[src/rtl/mem_wb_stage.sv]
// MEM/WB pipeline stage: load alignment/extension, stall/flush control,
// write-back mux and retired-instruction counter.
module mem_wb_stage #(
  parameter int DATA_W     = 32,
  parameter int REG_ADDR_W = 5,
  parameter int CNT_W      = 32
) (
  input  logic                  clk,
  input  logic                  rst_n,
  input  logic                  stall,
  input  logic                  flush,
  input  logic                  cnt_clr,
  input  logic                  valid_in,
  input  logic [1:0]            control_wb_in,
  input  logic [2:0]            load_type_in,
  input  logic [DATA_W-1:0]     Read_data_in,
  input  logic [DATA_W-1:0]     ALU_result_in,
  input  logic [REG_ADDR_W-1:0] Write_reg_in,
  output logic                  mem_valid,
  output logic [1:0]            mem_control_wb,
  output logic [DATA_W-1:0]     Read_data,
  output logic [DATA_W-1:0]     mem_ALU_result,
  output logic [REG_ADDR_W-1:0] mem_Write_reg,
  output logic [DATA_W-1:0]     wb_data,
  output logic                  wb_reg_write,
  output logic [CNT_W-1:0]      retired_count
);

  localparam int OFF_W = $clog2(DATA_W / 8);
  localparam logic [OFF_W-1:0] HMASK = ~OFF_W'(1);

  localparam logic [2:0] LT_LB  = 3'b000;
  localparam logic [2:0] LT_LH  = 3'b001;
  localparam logic [2:0] LT_LBU = 3'b100;
  localparam logic [2:0] LT_LHU = 3'b101;

  logic [OFF_W-1:0]  off;
  logic [OFF_W-1:0]  off_h;
  logic [7:0]        byte_sel;
  logic [15:0]       half_sel;
  logic [DATA_W-1:0] ld_data;
  logic              is_lb;
  logic              is_lh;
  logic              is_lbu;
  logic              is_lhu;

  assign off      = ALU_result_in[OFF_W-1:0];
  assign off_h    = off & HMASK;
  assign byte_sel = Read_data_in[{off, 3'b000} +: 8];
  assign half_sel = Read_data_in[{off_h, 3'b000} +: 16];

  assign is_lb  = (load_type_in == LT_LB);
  assign is_lh  = (load_type_in == LT_LH);
  assign is_lbu = (load_type_in == LT_LBU);
  assign is_lhu = (load_type_in == LT_LHU);

  // Unlisted load codes fall through to a full-word load.
  always_comb begin
    ld_data = Read_data_in;
    unique case (1'b1)
      is_lb:   ld_data = {{(DATA_W-8){byte_sel[7]}}, byte_sel};
      is_lh:   ld_data = {{(DATA_W-16){half_sel[15]}}, half_sel};
      is_lbu:  ld_data = {{(DATA_W-8){1'b0}}, byte_sel};
      is_lhu:  ld_data = {{(DATA_W-16){1'b0}}, half_sel};
      default: ld_data = Read_data_in;
    endcase
  end

  always_ff @(posedge clk or negedge rst_n) begin
    if (!rst_n) begin
      mem_valid      <= 1'b0;
      mem_control_wb <= 2'b00;
    end else if (flush) begin
      mem_valid      <= 1'b0;
      mem_control_wb <= 2'b00;
    end else if (!stall) begin
      mem_valid      <= valid_in;
      mem_control_wb <= control_wb_in;
    end
  end

  // Data registers keep their contents across a flush.
  always_ff @(posedge clk or negedge rst_n) begin
    if (!rst_n) begin
      Read_data      <= '0;
      mem_ALU_result <= '0;
      mem_Write_reg  <= '0;
    end else if (!stall && !flush) begin
      Read_data      <= ld_data;
      mem_ALU_result <= ALU_result_in;
      mem_Write_reg  <= Write_reg_in;
    end
  end

  always_ff @(posedge clk or negedge rst_n) begin
    if (!rst_n) begin
      retired_count <= '0;
    end else if (cnt_clr) begin
      retired_count <= '0;
    end else if (mem_valid && !stall) begin
      retired_count <= retired_count + CNT_W'(1);
    end
  end

  assign wb_data      = mem_control_wb[0] ? Read_data : mem_ALU_result;
  assign wb_reg_write = mem_valid & mem_control_wb[1] &
                        (mem_Write_reg != '0);

endmodule

[config.mk]
export PLATFORM = sky130hd
export DESIGN_NAME = mem_wb_stage
export DESIGN_NICKNAME = d
export VERILOG_FILES = /design/src/rtl/mem_wb_stage.sv
export SDC_FILE = /design/constraint.sdc
export NUM_CORES = 1
export LEC_CHECK = 0
export CELL_PAD_IN_SITES_DETAIL_PLACEMENT = 2
export CELL_PAD_IN_SITES_GLOBAL_PLACEMENT = 2
export CORE_ASPECT_RATIO = 0.9
export CORE_MARGIN = 8
export CORE_UTILIZATION = 27
export DETAILED_ROUTE_END_ITERATION = 10
export GPL_ROUTABILITY_DRIVEN = 0
export PLACE_DENSITY = 0.92
export SETUP_SLACK_MARGIN = 0.4
export SYNTH_ARGS = -nofsm -noshare
export SYNTH_HDL_FRONTEND = slang
export SYNTH_SLANG_ARGS = --single-unit
[constraint.sdc]
create_clock -name clk -period 3.5 [get_ports clk]
set_clock_uncertainty 0.05 [all_clocks]
set_input_delay 0.7 -clock clk [delete_from_list [all_inputs] [get_ports clk]]
set_output_delay 0.7 -clock clk [all_outputs]
set_load 0.01 [all_outputs]
* After elaboration in Yosys (flattened, before gate mapping)
Index checks and enable logic that the tools add are counted.
Word-level totals: flip-flop bits (word level) 104, bits of input ports 80, word-level logic and storage cells 30
Operators by class: $add $sub $neg 1, eq/ne operators 4, shifts and indexed selects 2, muxes and demuxes 8, bitwise logic cells 2, reduce and logical (&&, ||, !) cells 7
Operators with widths (count):
- $pmux 32 s4 | 1
- $mux 32 | 3
- $add 32x1->32 const B | 1
- $shiftx 32x6->16 | 1
- $shiftx 32x6->8 | 1
- $eq 3x3->1 const B | 2
- $reduce_bool 5->1 | 1
- $mux 2 | 2
- $eq 3x1->1 const B | 1
- $logic_not 3->1 | 1
- $and 1x1->1 | 2
- $logic_and 1x1->1 | 2
- $logic_not 1->1 | 2
- $mux 1 | 2
- $ne 2x1->1 const B | 1
- $reduce_bool 2->1 | 1

* Longest topological paths before layout
Gate-level depths: netlist (run 1).
word-level depth 4, gate-level depth with buffers 7, mapped depth without buffers 5

* Worst setup path after synthesis (run 1)
OpenSTA, ideal clock, no wires.
path type input-to-reg, start input port ALU_result_in[1], end register Read_data[21], arrival 2.155 ns, required time 3.309 ns, path slack 1.154 ns, stages 7, path buffers 3, path through buf_2 > mux4_2 > mux2i_1 > or4_1 > clkbuf_1 > clkbuf_1 > nand3_1
On the way: word-level cells in the longest chain between the ends 2
RTL lines:
- start: declaration | line 17 | input logic [DATA_W-1:0] ALU_result_in,
- $shiftx 32x6->16 or $shiftx 32x6->8 (tied branches) | line 50, 49
- $pmux 32 s4 * | line 60 | unique case (1'b1)
- end signal: assignment | line 89 | Read_data <= ld_data;
- end: declaration | line 21 | output logic [DATA_W-1:0] Read_data,
Mark *: on every way between the ends. The rest lies on a longest branch, timed or not. A chain may end at the register's enable or synchronous reset.

* Final worst setup path (run 1)
start register mem_control_wb[0], end output port wb_data[28]
On the way: word-level cells in the longest chain between the ends 1
RTL lines:
- start: declaration | line 20 | output logic [1:0] mem_control_wb,
- start signal: assignment | line 78 | mem_control_wb <= control_wb_in;
- $mux 32 | line 105 | assign wb_data = mem_control_wb[0] ? Read_data : mem_ALU_result;
- end: declaration | line 24 | output logic [DATA_W-1:0] wb_data,
No other way between the ends.

==> metrics, run 1 <==
status=finished clean; post-CTS sizing=0; vias=5447; CP peak stage delay=0.62 ns; register share of total power=0.433; Initial Util=0.274; Net Sw Frac=0.300; Hold WS=between 0.3 and 0.4 ns; WP data required=2.75 ns; CTS max path bufs=2; cell area after placement=7860 µm²; via count of the first global-routing pass=around 6100; critical path launch point type=flop; Remaining DRCs=0; Design Area, Final=8150 µm²; share of the synthesized area in the top cell type=0.478; CP top delay family=buffers and inverters; grt ovf=0; Initial DRT Pass Iterations=4; # setup viols final=0; post-synthesis cell type count=52; netlist area before placement=5450 µm²; Synth-to-Final Area Change=49.6%; Yosys top cell by area=dfrtp_1; most frequent cell after synthesis=nand2_1; initial drt markers=209; storage element area=2600 µm²; Final Critical Period=2.82 ns; Die ar.=25000 µm²; CTS tree=built; Leakage=3.45 nW; Total Neg Setup Slack=0 ns; Multi-input gate area=~2600 µm²; r2r setup slk=1.02 ns; M3 GR Usage=0.0801; Crit Path Max Fanout=20; # hold bufs at CTS=0; fmax=between 0.3 and 0.4 GHz; dominant synthesized flop cell=dfrtp_1; RSZ-0062 raised after global routing=no; H-Tree Depth=3; worst-path cell with the longest stage delay=dfrtp_2; sequential area share after synthesis=0.478; combinational power share=0.267; Synth Register Bits=roughly 100; YS warnings=0; Tcrit/Tclk final=0.806; crit path capture type=primary output; Core ar.=19900 µm²; # port buffers=216; DRT antenna net count=0; n_diodes=0; Syn Inst Count=roughly 590; HP Class=input pin to async pin; GRT Util Overall=0.186; first-pass GRT wire length=between 30 and 40 mm; CTS Sinks=104; Clock Latency Late Sink=0.35 ns; wire per inst=around 23 µm; Synth Net Count=674; Peak supply drop=between 0.0002 and 0.00025 V; vias per cell=5.17; synth top area cells=dfrtp_1 (48%), nand2_1 (10%), mux2_2 (6.8%); fin. max-slew vios=0; Avg Synthesized Cell Area=9.18 µm²; initial antenna violation count=0; Total Power=3.31 mW; DRT Wirelength=approximately 24 mm; max cap viols=0; asr flop ratio synth=1.00; IO Pins=217; Critical Path, Cell by Cell=buf_12 > mux2_2 > clkdlybuf4s50_1; met1 usage=0.210; largest net degree at the start of global routing=62; Psw=0.995 mW; DIE WIDTH=166 µm; endpoints failing hold=0; largest registers=Read_data x32, mem_ALU_result x32, retired_count x32; Fill cells=2166; grt met2 use=0.326; Post-DP HPWL=18.4 mm; Critical Path AT=~2.1 ns; Post-synth EDFFs=0; clock slew at reported path FFs=0.07 ns; P per Cell Area=407 nW/µm²; fin nets=874; FP Rows=49; Root Buffer=clkbuf_16; commonest cells in the synthesized netlist=nand2_1 (145), dfrtp_1 (104), nand3_1 (44); CTS Buf Count=9; Die Ht=approximately 150 µm; Worst Path Buf+Inv=2; Internal Dissipation=2.32 mW; Slew headroom=0.371; layout cells sized above 1=0.0927; postcts setup bufs=0; GRT Max-Usage Layer=met2; Clock power frac=0.300; Worst-Margin Slew=0.934 ns; Setup Crit Path Kind=flop to primary output
## area by class of cell
cell class | instances | area share
inverter | 5 | 0.00230
clock inverter | 4 | 0.00445
clock buffer | 12 | 0.0303
timing repair buffer | 229 | 0.280
sequential | 104 | 0.320
tap | 255 | 0.0392
multi-input combinational | 444 | 0.324
## metal layers
metal,part of all wire,vias up
li1,-,2469
met1,0.41,2780
met2,0.50,182
met3,0.086,16
met4,0.0084,0
met5,0,-
## cells in the final DEF, fill, tap and decap left out, types with 3 or more instances in the layout
| cell type | netlist | layout |
|---|---|---|
| nand2_1 | 145 | 145 |
| buf_4 | 0 | 12 |
| and3_1 | 7 | 7 |
| nand3_1 | 44 | 44 |
| nor4_1 | 5 | 5 |
| a21oi_1 | 30 | 30 |
| o21ai_0 | 6 | 6 |
| nand4_1 | 6 | 6 |
| or4_1 | 15 | 15 |
| nor2b_1 | 10 | 10 |
| xor2_1 | 4 | 4 |
| inv_1 | 5 | 5 |
| o21bai_1 | 5 | 5 |
| mux2_2 | 33 | 33 |
| mux2_1 | 4 | 4 |
| clkbuf_16 | 0 | 9 |
| a22o_1 | 7 | 7 |
| a21o_1 | 3 | 3 |
| clkdlybuf4s50_1 | 0 | 215 |
| dfrtp_1 | 104 | 103 |
| mux2i_1 | 9 | 9 |
| a31oi_1 | 5 | 5 |
| nor2_1 | 39 | 38 |
| o31ai_1 | 16 | 16 |
| a22oi_1 | 8 | 8 |
| nor3_1 | 4 | 4 |
| or3_1 | 6 | 6 |
| xnor2_1 | 6 | 6 |
## worst register-to-register path: stages (launching register included)
cell and delay, ns:
dfrtp_1 0.59, nor2b_1 0.53, o21ai_0 0.45, or4_1 0.60, a21oi_1 0.18
## power groups by stage
| stage | Combinational [mW] | Sequential, mW | Clock (mW) |
|---|---|---|---|
| 2_1_floorplan | 0.282 | 1.46 | 0 |
| 3_3_place_gp | 0.867 | 1.45 | 0 |
| 3_5_place_dp | 0.902 | 1.46 | 0 |
| 4_1_cts | 0.906 | 1.44 | 1.03 |
| 5_1_grt | 0.955 | 1.45 | 1.07 |
| 6_report | 0.886 | 1.43 | 0.993 |
## through the flow
| step | util | worst slack [ns] | cells |
|---|---|---|---|
| 2_1_floorplan | - | 1.15 | 593 |
| 3_5_place_dp | 0.396 | 0.527 | 1037 |
| 5_1_grt | 0.410 | 0.579 | 1053 |
| 3_3_place_gp | 0.396 | 0.741 | 1037 |
| 4_1_cts | 0.410 | 0.627 | 1053 |
| 6_report | 0.410 | 0.678 | 1053 |
## worst paths after layout
path	start	to	cells after the start
setup / recovery	mem_control_wb[0]$_DFFE_PN0P_	wb_data[28]	3
hold / removal	rst_n	retired_count[15]$_DFFE_PN0P_	1
setup reg to reg	mem_valid$_DFFE_PN0P_	retired_count[27]$_DFFE_PN0P_	4
hold reg to reg	mem_ALU_result[26]$_DFFE_PN0P_	mem_ALU_result[26]$_DFFE_PN0P_	2
max in group asynchronous	rst_n	Read_data[18]$_DFFE_PN0P_	2
min in group clk	mem_ALU_result[26]$_DFFE_PN0P_	mem_ALU_result[26]$_DFFE_PN0P_	2
## kinds of logic (layout without fill, tap and decap cells)
kind of cell    Yosys count  in the layout  share of synthesized area
flops                   104            104                      0.478
xor+xnor                 10             10                     0.0161
fa+ha+maj                 1              1                    0.00230
mux                      47             47                     0.0972
simple gates            301            301                      0.265
compound gates           85             85                      0.102
buf+inv                  45            250                     0.0391
Power figures use the tool's default switching activity.
==> run 2: changes to the inputs <==
- CORE_UTILIZATION: 27 -> 25
- PLACE_DENSITY: 0.92 -> 0.86
- clock period: 3.5 -> 2.6 ns (I/O delays scaled with it)
==> run 2 against run 1 <==
Against the previous run: clock-buffer cell count unchanged; first-iteration DRC count is 33% higher; power is 35% higher; highest routed layer unchanged.
==> metrics, run 2 (same netlist as run 1, synthesis figures left out) <==
Clock Latency Late Sink=0.35 ns (about the same); largest net degree at the start of global routing=59 (was 62); # port buffers=216 (unchanged); H-Tree Depth=3 (unchanged); Post-DP HPWL=18.4 mm (about the same); Psw=1.38 mW (was 0.995 mW); Net Sw Frac=0.307 (was 0.300); Total Power=4.48 mW (was 3.31 mW); first-pass GRT wire length=38.8 mm (was 36.9 mm); initial drt markers=279 (was 209); wire per inst=22.7 µm (was 22.5 µm); fin. max-slew vios=0 (unchanged); CP dominant cell by count=buf_12; Clock power frac=0.301 (was 0.300); Slew headroom=0.539 (was 0.371); HP Class=input pin to async pin (unchanged); IO Pins=217 (unchanged); Peak supply drop=0.000326 V (was 0.000219 V); Critical Path, Cell by Cell=buf_12 > buf_12 > buf_8 > mux2_4 > buf_6 (was buf_12 > mux2_2 > clkdlybuf4s50_1); # setup viols final=0 (unchanged); max cap viols=0 (unchanged); GRT Util Overall=0.189 (was 0.186); RSZ-0062 raised after global routing=yes (was no); crit path capture type=primary output (unchanged); # hold bufs at CTS=0 (unchanged); FP Rows=51 (was 49); CP peak stage delay=0.47 ns (was 0.62 ns); Crit Path Max Fanout=4 (was 20); CTS tree=built (unchanged); Tcrit/Tclk final=0.853; P per Cell Area=524 nW/µm² (was 407 nW/µm²); CTS Buf Count=9 (unchanged); Initial Util=0.253 (was 0.274); DIE WIDTH=172 µm (was 166 µm); endpoints failing hold=0 (unchanged); CP top delay family=buffers and inverters (unchanged); Internal Dissipation=3.10 mW (was 2.32 mW); WP data required=2.03 ns (was 2.75 ns); Initial DRT Pass Iterations=4 (unchanged); largest registers=Read_data x32, mem_ALU_result x32, retired_count x32 (unchanged); critical path launch point type=flop (unchanged); fin nets=907 (was 874); DRT Wirelength=25.5 mm (was 23.7 mm); CTS max path bufs=2 (unchanged); DRT antenna net count=0 (unchanged); commonest non-fill, non-tap cells in the layout=clkdlybuf4s50_1 (181), nand2_1 (145), dfrtp_1 (93) (was clkdlybuf4s50_1 (215), nand2_1 (145), dfrtp_1 (103)); vias per cell=5.02 (was 5.17); Critical Path AT=1.65 ns (was 2.07 ns); grt ovf=0 (unchanged); Die Ht=156 µm (was 151 µm); post-layout util=0.397 (was 0.410); status=finished clean (unchanged); commonest non-fill, non-tap cell in the layout=clkdlybuf4s50_1 (unchanged); cell area after placement=8010 µm² (was 7860 µm²); Worst Path Buf+Inv=4 (was 2); worst-path cell with the longest stage delay=dfrtp_2 (unchanged); Setup Crit Path Kind=flop to primary output (unchanged); n_diodes=0 (unchanged); initial antenna violation count=0 (unchanged); combinational power share=0.269 (was 0.267); final cell count without fillers=1122 (was 1053); fmax=0.451 GHz; Root Buffer=clkbuf_16 (unchanged); clock slew at reported path FFs=0.08 ns (was 0.07 ns); Synth-to-Final Area Change=56.7% (was 49.6%); via count of the first global-routing pass=6396 (was 6092); Worst-Margin Slew=0.692 ns (was 0.934 ns); Remaining DRCs=0 (unchanged); Die ar.=26800 µm² (was 25000 µm²); register share of total power=0.430 (was 0.433); Core ar.=21500 µm² (was 19900 µm²); Placed Instances=1082 (was 1037); Leakage=3.70 nW (was 3.45 nW); layout cells sized above 1=0.190 (was 0.0927); Hold WS=0.139 ns (was 0.390 ns); Final Critical Period=2.22 ns; Design Area, Final=8540 µm² (was 8150 µm²); CTS Sinks=104 (unchanged); vias=5628 (was 5447)
-- run 2: cell types whose count changed in the layout (fill, tap and decap cells not counted), moves of 8 or more --
cell             change
clkdlybuf4s50_1     -34
buf_6                +8
clkbuf_2             +8
buf_4               +20
dfrtp_2             +10
buf_2               +18
dfrtp_1             -10
-- run 2: timing repair --
item	4_1_cts	5_1_grt
resized for setup	109	55
gates cloned	2	1
setup buffers	16	5
endpoints found under the setup margin	44	38
pin swaps	1	4
-- run 2: area by class of cell --
type | instances | area (µm²)
Clock buffer | 12 | 246
Sequential cell | 104 | 2620
Fill cell | 2348 | 13000
Inverter | 5 | 18.8
Multi-Input combinational cell | 445 | 2730
Clock inverter | 4 | 30.0
Tap cell | 291 | 364
Timing Repair Buffer | 261 | 2530
-- run 2: routing by layer --
metal,track usage,vias to the layer above,share of wire
li1,-,2537,-
met1,0.226,2887,0.41
met2,0.322,175,0.49
met3,0.0630,29,0.077
met4,0.0451,0,0.017
met5,0,-,0
-- run 2: path summary, 6_finish.rpt --
kind	from	to	slack [ns]	cells after the start
max	mem_control_wb[0]$_DFFE_PN0P_	wb_data[26]	0.38	5
min	rst_n	mem_ALU_result[31]$_DFFE_PN0P_	0.14	1
max reg2reg	retired_count[3]$_DFFE_PN0P_	retired_count[22]$_DFFE_PN0P_	0.46	5
min reg2reg	mem_ALU_result[18]$_DFFE_PN0P_	mem_ALU_result[18]$_DFFE_PN0P_	0.46	2
max in group asynchronous	rst_n	Read_data[3]$_DFFE_PN0P_	1.68	2
min in group clk	mem_ALU_result[18]$_DFFE_PN0P_	mem_ALU_result[18]$_DFFE_PN0P_	0.46	2
-- run 2: per-stage QoR --
| step | TNS (ns) | setup WS [ns] |
|---|---|---|
| detailed placement | -0.00574 | -0.00574 |
| global placement | 0 | 0.163 |
| floorplan | 0 | 0.434 |
| global route | 0 | 0.324 |
| CTS | 0 | 0.249 |
| finish | 0 | 0.383 |
-- run 2: power by group through the flow --
stage / Clock [mW] / Combinational, mW / Sequential [mW]
2_1_floorplan: 0 / 0.380 / 1.97
3_3_place_gp: 0 / 1.20 / 1.95
3_5_place_dp: 0 / 1.23 / 1.96
4_1_cts: 1.39 / 1.23 / 1.93
5_1_grt: 1.45 / 1.30 / 1.95
6_report: 1.35 / 1.20 / 1.92
==> run 3: changes to the inputs <==
- CORE_MARGIN: 8 -> default
==> run 3 against run 2 <==
Against the previous run: combinational power about the same; power increased by 0.91%; die area decreased by 16%; setup slack got worse by 0.099 ns; sequential share of layout area decreased by 0.16 points; register-to-register slack got worse by 0.05 ns; clock-buffer cell count unchanged; maximum frequency decreased by 4.3%; clock power about the same; via count decreased by 0.89%; flip-flop and latch count unchanged; critical endpoint is now wb_data[15].
==> metrics, run 3 (same netlist as run 1, synthesis figures left out) <==
commonest non-fill, non-tap cells in the layout=clkdlybuf4s50_1 (194), nand2_1 (145), dfrtp_1 (93) (was clkdlybuf4s50_1 (181), nand2_1 (145), dfrtp_1 (93)); Multi-input gate area=2700 µm² (was 2730 µm²); Fill cells=2313 (was 2348); grt ovf=0 (unchanged); Placed Instances=1079 (was 1082); Root Buffer=clkbuf_16 (unchanged); Slew headroom=0.554 (was 0.539); Initial Util=0.258 (was 0.253); storage element area=2620 µm² (unchanged); FP Rows=50 (was 51); n_diodes=0 (unchanged); vias per cell=4.98 (was 5.02); # port buffers=216 (unchanged); largest net degree at the start of global routing=59 (unchanged); fmax=0.432 GHz (was 0.451 GHz); cell area after placement=8000 µm² (was 8010 µm²); Total Power=4.52 mW (was 4.48 mW); H-Tree Depth=3 (unchanged); Remaining DRCs=0 (unchanged); CTS Sinks=104 (unchanged); P per Cell Area=526 nW/µm² (was 524 nW/µm²); Peak supply drop=0.000343 V (was 0.000326 V); IO Pins=217 (unchanged); Worst-Margin Slew=0.669 ns (was 0.692 ns); Critical Path AT=1.75 ns (was 1.65 ns); largest registers=Read_data x32, mem_ALU_result x32, retired_count x32 (unchanged); endpoints failing hold=0 (unchanged); clock slew at reported path FFs=0.08 ns (about the same); reg-to-reg endpoint=retired_count[28]$_DFFE_PN0P_ (was retired_count[22]$_DFFE_PN0P_); # setup viols final=0 (unchanged); final cell count without fillers=1119 (was 1122); Final Critical Period=2.32 ns (was 2.22 ns); Synth-to-Final Area Change=57.6% (was 56.7%); initial drt markers=166 (was 279); DRT Wirelength=23.3 mm (was 25.5 mm); initial antenna violation count=0 (unchanged); first-pass GRT wire length=35.3 mm (was 38.8 mm); Die Ht=142 µm (was 156 µm); # hold bufs at CTS=0 (unchanged); HP Class=input pin to async pin (unchanged); Clock Latency Late Sink=0.36 ns (was 0.35 ns); WP data required=2.03 ns (about the same); R2R cell count=6 (was 5); Die ar.=22400 µm² (was 26800 µm²); GRT Util Overall=0.209 (was 0.189); Total Neg Setup Slack=0 ns (unchanged); wire per inst=20.9 µm (was 22.7 µm); commonest non-fill, non-tap cell in the layout=clkdlybuf4s50_1 (unchanged); CTS Buf Count=9 (unchanged); Tcrit/Tclk final=0.891 (was 0.853); r2r setup slk=0.41 ns (was 0.46 ns); DIE WIDTH=158 µm (was 172 µm); Leakage=3.70 nW (about the same); Initial DRT Pass Iterations=4 (unchanged); crit path capture type=primary output (unchanged); status=finished clean (unchanged); Setup Crit Path Kind=flop to primary output (unchanged); via count of the first global-routing pass=6003 (was 6396); RSZ-0062 raised after global routing=yes (unchanged); fin. max-slew vios=0 (unchanged); vias=5578 (was 5628); critical path launch point type=flop (unchanged); Post-DP HPWL=17.0 mm (was 18.4 mm); layout cells sized above 1=0.164 (was 0.190); Crit Path Max Fanout=18 (was 4); CTS max path bufs=2 (unchanged); CTS tree=built (unchanged); DRT antenna net count=0 (unchanged); RR Startpoint=retired_count[1]$_DFFE_PN0P_ (was retired_count[3]$_DFFE_PN0P_); max cap viols=0 (unchanged); Core ar.=21100 µm² (was 21500 µm²); Design Area, Final=8580 µm² (was 8540 µm²); fin nets=909 (was 907)
run 3: cell count changes in the layout (fill, tap and decap cells not counted), sizes merged, moves of 3 or more:
cell / previous run / this run
buf: 69 / 53
clkbuf: 20 / 14
clkinvlp: 4 / 1
clkdlybuf4s50: 181 / 194
dlygate4sd2: 1 / 13
inv: 5 / 8
run 3: stage by stage:
stage               hold WS, ns   util  setup slack, ns
global route             0.0847  0.407            0.219
detailed placement        0.449  0.379           0.0223
CTS                      0.0718  0.399            0.225
finish                   0.0683  0.407            0.284
global placement          0.436  0.379           0.0955
floorplan                 0.174      -            0.434
run 3: final cells by class:
cell class / count / area share
Tap cell: 286 / 0.0417
Multi-Input combinational cell: 444 / 0.315
Timing Repair Buffer: 264 / 0.303
Sequential cell: 104 / 0.305
Clock inverter: 4 / 0.00394
Inverter: 5 / 0.00219
Clock buffer: 12 / 0.0299
run 3: where the power goes:
group / total [mW] / switching [mW] / internal (mW)
Combinational: 1.21 / 0.530 / 0.678
Sequential: 1.93 / 0.161 / 1.77
Clock: 1.38 / 0.666 / 0.715
Total: 4.52 / 1.36 / 3.16
run 3: how the worst max path moves through the flow:
stage | from | endpoint | slack [ns] | cells after the start
2_1_floorplan | ALU_result_in[1] | Read_data[21]$_DFFE_PN0P_ | 0.43 | 7
3_3_place_gp | stall | retired_count[27]$_DFFE_PN0P_ | 0.1 | 6
3_5_place_dp | stall | retired_count[27]$_DFFE_PN0P_ | 0.02 | 6
4_1_cts | mem_control_wb[0]$_DFFE_PN0P_ | wb_data[5] | 0.22 | 3
5_1_grt | mem_control_wb[0]$_DFFE_PN0P_ | wb_data[1] | 0.22 | 3
6_report | mem_control_wb[0]$_DFFE_PN0P_ | wb_data[15] | 0.28 | 3
run 3: what timing repair did:
| action | CTS | global route |
|---|---|---|
| pin swaps | 1 | 6 |
| setup buffers | 12 | 12 |
| endpoints found under the setup margin | 43 | 36 |
| resized for setup | 34 | 42 |
run 3: routing by layer:
metal  part of all wire  GRT usage  vias up
met3              0.066     0.0597       21
li1                   -          -     2538
met2               0.50      0.363      186
met5                  0          0        -
met1               0.42      0.257     2833
met4              0.014     0.0429        0
run 3: critical path, stage by stage (launching register included):
cell and delay (ns):
dfrtp_2 0.39, buf_12 0.16, mux2_2 0.34, clkdlybuf4s50_1 0.48
